File: src/rtl/temp_status_controller.sv
// Purpose: thermostat FSM that drives the heater or cooler around a setpoint, using hysteresis, dwell and fault handling.
// Latency: a sample is registered on temp_valid, and the state reacts one cycle later. All outputs are registered.
// Backpressure: none. temp_valid and clear_error are single-cycle pulses that are always accepted.
module temp_status_controller #(
    parameter int HYST      = 2,
    parameter int MIN_DWELL = 50_000_000,
    parameter int TIMEOUT   = 100_000_000
) (
    input  logic       clk,
    input  logic       reset_n,
    input  logic       enable,
    input  logic [7:0] temp,
    input  logic       temp_valid,
    input  logic [7:0] setpoint,
    input  logic       clear_error,
    output logic [1:0] status,
    output logic       heater_on,
    output logic       cooler_on,
    output logic       state_change
);

    typedef enum logic [1:0] {
        IDLE    = 2'b00,
        HEATING = 2'b01,
        COOLING = 2'b10,
        ERROR   = 2'b11
    } state_t;

    localparam int DW = $clog2(MIN_DWELL + 1);
    localparam int WW = $clog2(TIMEOUT + 1);
    localparam logic [DW-1:0] DWELL_MAX = DW'(MIN_DWELL);
    localparam logic [WW-1:0] WD_MAX    = WW'(TIMEOUT);
    localparam logic [8:0]    HYST9     = 9'(HYST);

    state_t        state;
    state_t        next_state;
    logic [7:0]    temp_q;
    logic [WW-1:0] wd_cnt;
    logic [DW-1:0] dwell_cnt;

    logic [8:0] sp9;
    logic [8:0] tq9;
    logic [8:0] sum9;
    logic [8:0] low9;
    logic [8:0] high9;
    logic       wd_fault;
    logic       sensor_fault;
    logic       fault;
    logic       exit_fault;
    logic       dwell_done;
    logic       leaving_error;

    // Hysteresis thresholds in 9 bits. They saturate so they never wrap past the ends of the sensor range.
    always_comb begin
        sp9   = {1'b0, setpoint};
        tq9   = {1'b0, temp_q};
        sum9  = sp9 + HYST9;
        low9  = (sp9 >= HYST9) ? (sp9 - HYST9) : 9'd0;
        high9 = (sum9 > 9'd255) ? 9'd255 : sum9;
    end

    // Fault sources. When a new sample arrives in the same cycle as clear_error, the ERROR exit judges that
    // incoming sample, and it does not judge the stale capture or the watchdog it is about to reset.
    always_comb begin
        wd_fault      = (wd_cnt == WD_MAX);
        sensor_fault  = (temp_q == 8'h00) || (temp_q == 8'hFF);
        fault         = wd_fault || sensor_fault;
        exit_fault    = temp_valid ? ((temp == 8'h00) || (temp == 8'hFF)) : fault;
        dwell_done    = (dwell_cnt == DWELL_MAX);
        leaving_error = (state == ERROR) && (next_state != ERROR);
    end

    // Next-state logic. Priority order: fault first, then loss of enable, then the temperature thresholds.
    always_comb begin
        next_state = state;
        case (state)
            IDLE: begin
                if (fault)
                    next_state = ERROR;
                else if (enable && dwell_done && (tq9 < low9))
                    next_state = HEATING;
                else if (enable && dwell_done && (tq9 > high9))
                    next_state = COOLING;
            end
            HEATING: begin
                if (fault)
                    next_state = ERROR;
                else if (!enable)
                    next_state = IDLE;
                else if (dwell_done && (temp_q >= setpoint))
                    next_state = IDLE;
            end
            COOLING: begin
                if (fault)
                    next_state = ERROR;
                else if (!enable)
                    next_state = IDLE;
                else if (dwell_done && (temp_q <= setpoint))
                    next_state = IDLE;
            end
            ERROR: begin
                if (clear_error && !exit_fault)
                    next_state = IDLE;
            end
            default: next_state = IDLE;
        endcase
    end

    // State register and registered outputs. Reset drops the actuators asynchronously.
    always_ff @(posedge clk or negedge reset_n) begin
        if (!reset_n) begin
            state        <= IDLE;
            heater_on    <= 1'b0;
            cooler_on    <= 1'b0;
            state_change <= 1'b0;
        end else begin
            state        <= next_state;
            heater_on    <= (next_state == HEATING);
            cooler_on    <= (next_state == COOLING);
            state_change <= (next_state != state);
        end
    end

    assign status = state;

    // Sample capture. The reset value sits mid-range so that it trips neither fault nor threshold.
    always_ff @(posedge clk or negedge reset_n) begin
        if (!reset_n)
            temp_q <= 8'h80;
        else if (temp_valid)
            temp_q <= temp;
    end

    // Sensor watchdog. It restarts on every sample and on leaving ERROR, and it parks at the limit.
    always_ff @(posedge clk or negedge reset_n) begin
        if (!reset_n)
            wd_cnt <= '0;
        else if (temp_valid || leaving_error)
            wd_cnt <= '0;
        else if (wd_cnt != WD_MAX)
            wd_cnt <= wd_cnt + WW'(1);
    end

    // Dwell timer. It restarts on every state entry and parks once the minimum dwell is reached.
    always_ff @(posedge clk or negedge reset_n) begin
        if (!reset_n)
            dwell_cnt <= '0;
        else if (next_state != state)
            dwell_cnt <= '0;
        else if (dwell_cnt != DWELL_MAX)
            dwell_cnt <= dwell_cnt + DW'(1);
    end

endmodule

File: config.mk
export PLATFORM = sky130hd
export DESIGN_NAME = temp_status_controller
export DESIGN_NICKNAME = d
export VERILOG_FILES = /design/src/rtl/temp_status_controller.sv
export SDC_FILE = /design/constraint.sdc
export NUM_CORES = 1
export LEC_CHECK = 0
export CORE_AREA = 2 2 103 105
export DETAILED_ROUTE_END_ITERATION = 10
export DIE_AREA = 0 0 105 107
export GPL_TIMING_DRIVEN = 0
export PLACE_DENSITY = 0.65
export SYNTH_ARGS = -nofsm -noshare
export SYNTH_HDL_FRONTEND = slang
export SYNTH_SLANG_ARGS = --single-unit
File: constraint.sdc
create_clock -name clk -period 3.7 [get_ports clk]
set_input_delay 0.555 -clock clk [delete_from_list [all_inputs] [get_ports clk]]
set_output_delay 0.555 -clock clk [all_outputs]
set_load 0.02 [all_outputs]
# Word-level counts from Yosys, hierarchy flattened
# Cells that the tools add are included.
# word_totals
wordCells	65
output_inout_bits	5
register_bits	66
# classes
order_cmp	6
n_eq_ne	13
mux	18
add_sub_neg	4
n_reduce_logical	17
# op_table
op	n
two-way mux 27 bit	2
two-way mux 26 bit	2
adder 27 x 1 -> 27 bit, second input constant	1
== test 27 bit, second input constant	1
inequality test 27 bit, second input constant	1
adder 26 x 1 -> 26 bit, second input constant	1
== test 26 bit, second input constant	1
inequality test 26 bit, second input constant	1
two-way mux 2 bit	10
two-way mux 9 bit	2
== test 8 bit, second input constant	2
logical NOT 8 bit	2
adder 8 x 2 -> 9 bit, second input constant	1
greater-than comparator 8 x 9 -> 1 bit	1
greater-than comparator 9 x 8 -> 1 bit, second input constant	1
< comparator 8 x 9 -> 1 bit	1
subtractor 8 x 2 -> 9 bit, second input constant	1
greater-or-equal comparator 8 x 2 -> 1 bit, second input constant	1
greater-or-equal comparator 8 bit	1
less-or-equal comparator 8 bit	1
case mux 2 bit (4 select lines)	1
logical AND 1 bit	7
== test 2 bit, second input constant	3
== test 2 x 1 -> 1 bit, second input constant	2
7 further kinds	11

# Longest topological paths before layout
# depth
word_depth	13
mapped_depth	17
mapped_depth_nobuf	15

# Worst setup path before layout
# No wires, ideal clock.
# synth_path
path_kind	input to register
startpoint	input port setpoint[1]
endpoint	register dwell_cnt[19]
t_arrival_ps	3517
slack_ps	63
path_stages	17
t_required_ps	3580
setup_ps	120
path_cell_list	clkbuf_1 > inv_1 > ha_1 > nor2b_1 > nor3_1 > o21ai_0 > a21o_1 > a21oi_1 > nor2_1 > ha_1 > nand4_1 > o221ai_1 > a41oi_1 > a2111o_1 > o22ai_4 > buf_4 > nor4_1
# synth_via
elab_chain_cells	11
elab_cells_between_ends	27
classes_between	add/sub: 2; order compare: 6; eq/ne: 1; mux: 13; reduce/logical: 5
# synth_rtl
element	line	text
from (decl)	14	input logic [7:0] setpoint,
adder 8 x 2 -> 9 bit	57	sum9 = sp9 + HYST9;
greater-than comparator 9 x 8 -> 1 bit	59	high9 = (sum9 > 9'd255) ? 9'd255 : sum9;
two-way mux 9 bit	59	
greater-than comparator 8 x 9 -> 1 bit	82	else if (enable && dwell_done && (tq9 > high9))
logical AND 1 bit	82	
two-way mux 2 bit	82	
two-way mux 2 bit	80	else if (enable && dwell_done && (tq9 < low9))
two-way mux 2 bit	78	if (fault)
case mux 2 bit (4 select lines) (*)	76	case (state)
inequality test 2 bit (*)	148	else if (next_state != state)
two-way mux 26 bit or nonzero test 2 bit (tied branches)	-	
to (signal assigned)	151	dwell_cnt <= dwell_cnt + DW'(1);
to (decl)	39	logic [DW-1:0] dwell_cnt;
# Mark *: on every way between the ends. The rest lies on a longest branch, timed or not.
# A chain may end at the register's enable or synchronous reset.

# Worst setup path in the final report
# layout_path
startpoint	input port setpoint[2]
endpoint	register dwell_cnt[11]
# The elaborated chain is that of the path after synthesis.

==> summary.md <==
| Metric | Value |
|---|---|
| Initial antenna violation count | 0 |
| Fill cell count | 933 |
| Synth Flop Type | dfrtp_1 |
| Largest net degree at the start of global routing | 67 |
| Total Wirelength | 10,400 um |
| Ys async rst share | 100% |
| ANT cells | 0 |
| Synth Register Bits | 66 |
| Fin nets | 577 |
| Number of global-route vias before repair | 3,881 |
| Seq/Total Area, Yosys | 37.2% |
| Cell Chain, Critical Path | dlygate4sd2_1 > clkbuf_8 > inv_2 > ha_4 > or4b_4 > buf_4 > nor2_2 > mux2i_1 > ha_1 > nand4_1 > a21oi_2 > o32ai_2 > a2111o_1 > o22ai_4 > buf_12 > buf_6 > nor4_4 |
| DR vias | 3,802 |
| Slowest Stage Delay on Critical Path | 0.48 ns |
| Tot GR Track Use | 20.0% |
| IO buf count | 21 |
| Hold_buf cts | 0 |
| EDFF count, synth | 0 |
| CTS root buf | clkbuf_8 |
| Crit path time final | 3.58 ns |
| Setup TNS | 0 ns |
| Area of the multi-input gates | 2860 um2 |
| Routed Antenna Nets | 0 |
| VDD IR max | 0.295 mV |
| Reg power frac | 38.1% |
| Clock sink count | 66 |
| H-tree levels | 3 |
| Warnings from Yosys | 0 |
| Final setup violation count | 0 |
| Critical Setup Path Class | primary input to register |
| Die ar. | 11,200 um2 |
| Synth cell count leaders | 65 x dfrtp_1, 55 x nor2_1, 36 x nor4_1, 33 x nand2_1 |
| Hold crit path type | primary input to asynchronous set/reset pin |
| Most frequent cell after synthesis | dfrtp_1 |
| Sw power | 0.000819 W |
| CP required | 3.94 ns |
| Synth top area cells | dfrtp_1 37%, ha_1 8.4%, xor2_1 5.9% |
| Vias/cell | 5.70 |
| Post-synth top area share | 36.6% |
| Area delta synth->final | 21.4% |
| TritonCTS buffer count | 9 |
| Placer Congestion | 0.848 |
| CP max-delay cell | or4b_4 |
| Leakage | 2.16 nW |
| Dpl hpwl | 7200 um |
| Layout Cells excl Fill | 667 |
| Largest area contributor in the netlist | dfrtp_1 |
| Die width | 105 um |
| Register Area | 1650 um2 |
| Tcrit/Tclk final | 96.9% |
| Setup Skew | 0.0118 ns |
| Sw Share | 36.2% |
| Outcome | finished clean |
| Post-Syn Nets | 536 |
| Initial DRC Count | 184 |
| PwrDens | 419 nW/um2 |
| Die height | 107 um |
| WP data arrival | 3.82 ns |
| Wire per inst | 15.6 um |
| Syn Area/Cell | 9.17 um2 |
| Int Power | 0.00144 W |
| Grt ovf | 0 |
| TritonCTS clock tree | done |
| Worst-path maximum fanout | 8 |
| IO Pins | 26 |
| Clk buf depth | 2 |
| Logic gate share of total power | 36.1% |
| Least-Margin Pin Slew | 1.09 ns |
| Slew Limit Headroom | 26.4% |
| Crit. End Element | register |
| Site Rows | 37 |
| First-pass GRT wire length | 18,300 um |
| Max Transition Viols Final | 0 |
| Final hold violations | 0 |
| F_max | 0.279 GHz |
| Placed cells | 642 |
| Max_cap viols | 0 |
| Remaining routing DRC violations | 0 |
| CP Launch Type | primary input |
| Layout cell share with drive strength beyond 1 | 17.5% |
| Initial Util | 44.0% |
| Clock slew at reported path FFs | 0.07 ns |
| Cell variety after synth | 61 |
| Mapped Cells | 485 |
| Mapped cell area | 4450 um2 |
| Core Region | 10,100 um2 |
| DRT Pass-1 Iters | 4 |
| Clock Power Share | 25.7% |
| Hold Slack | 0.312 ns |
| Clk_lat worst skew | 0.34 ns |
-- worst paths after layout --
path | startpoint | end | slack (ns) | cells past startpoint
setup / recovery | setpoint[2] | dwell_cnt[11] | 0.12 | 17
hold / removal | reset_n | wd_cnt[15] | 0.31 | 1
setup reg to reg | wd_cnt[0] | wd_cnt[22] | 0.83 | 9
hold reg to reg | wd_cnt[24] | wd_cnt[24] | 0.55 | 2
max in group asynchronous | reset_n | dwell_cnt[23] | 2.82 | 1
min in group clk | wd_cnt[24] | wd_cnt[24] | 0.55 | 2
-- state kept, by name (all words and copies together), names as in the netlist --
name	count
state_change	1
dwell_cnt	26
heater_on	1
status	2
temp_q	8
cooler_on	1
wd_cnt	27
-- stage by stage --
step | setup WS (ns) | util, % | total power, W | instance area, um2
after floorplan | 0.0625 | - | 0.00132 | 4450
after global placement | -0.932 | 47.8 | 0.00152 | 4830
after detailed placement | -1.03 | 47.8 | 0.00154 | 4820
after CTS | 0.0615 | 52.5 | 0.00223 | 5300
after global routing | -0.00335 | 53.5 | 0.00241 | 5400
final | 0.116 | 53.5 | 0.00226 | 5400
-- layout by cell type, fill, tap and decap left out, drive strengths merged, types with 22 or more instances in the layout --
cell type / count
nor4: 37
xor2: 30
ha: 30
xnor2: 26
nand3: 29
nand4: 24
nand2: 33
nor2: 55
dfrtp: 65
clkbuf: 22
-- routing by layer --
| metal | part of all wire [%] | routed length [um] | GRT usage [%] |
|---|---|---|---|
| met1 | 47 | 4850 | 26.1 |
| met2 | 49 | 5110 | 33.3 |
| met3 | 2.7 | 276 | 3.53 |
| met4 | 1.6 | 167 | 7.52 |
| met5 | 0 | 0 | 0 |
-- critical path: cells and delay by family --
| family | cells | cell delay [ns] |
|---|---|---|
| buffers and inverters | 6 | 0.99 |
| AND/OR/NAND/NOR | 4 | 0.88 |
| adder cells (fa/ha/maj) | 2 | 0.41 |
| multiplexers | 1 | 0.21 |
| AO/OA/AOI/OAI | 4 | 0.76 |
-- what timing repair did --
action / in CTS / in global routing
pin swaps: 7 / 9
resized for setup: 50 / 17
endpoints found under the hold margin: 0 / 0
endpoints found under the setup margin: 31 / 30
buffers inserted: 6 / 1
gates cloned: 2 / 0
-- power groups by stage --
stage | Combinational, W | Clock (W) | Sequential, W
after floorplan | 0.000444 | 0 | 0.000877
after global placement | 0.000649 | 0 | 0.000874
after detailed placement | 0.000664 | 0 | 0.000876
after CTS | 0.000768 | 0.000602 | 0.000861
after global routing | 0.000892 | 0.000640 | 0.000874
final | 0.000817 | 0.000582 | 0.000863
-- area by class of cell --
| class | instances | area share (%) |
|---|---|---|
| tap | 136 | 3.15 |
| clock inverter | 5 | 1.02 |
| sequential | 66 | 30.6 |
| inverter | 19 | 1.41 |
| multi-input combinational | 380 | 52.9 |
| clock buffer | 11 | 2.43 |
| timing repair buffer | 30 | 5.54 |
| buffer | 20 | 2.94 |
-- kinds of logic (layout without fill, tap and decap cells) --
family                   count (synthesis)  in the layout  share of synthesized area (%)
AO/OA/AOI/OAI                           42             42                           6.67
flip-flops                              66             66                           37.2
multiplexers                            11             11                           2.67
adder cells (fa/ha/maj)                 30             30                           8.44
buffers and inverters                   39             85                           4.05
XOR/XNOR                                56             56                           11.0
AND/OR/NAND/NOR                        241            241                           29.9
Note: power is estimated with default switching activity, not from simulation.
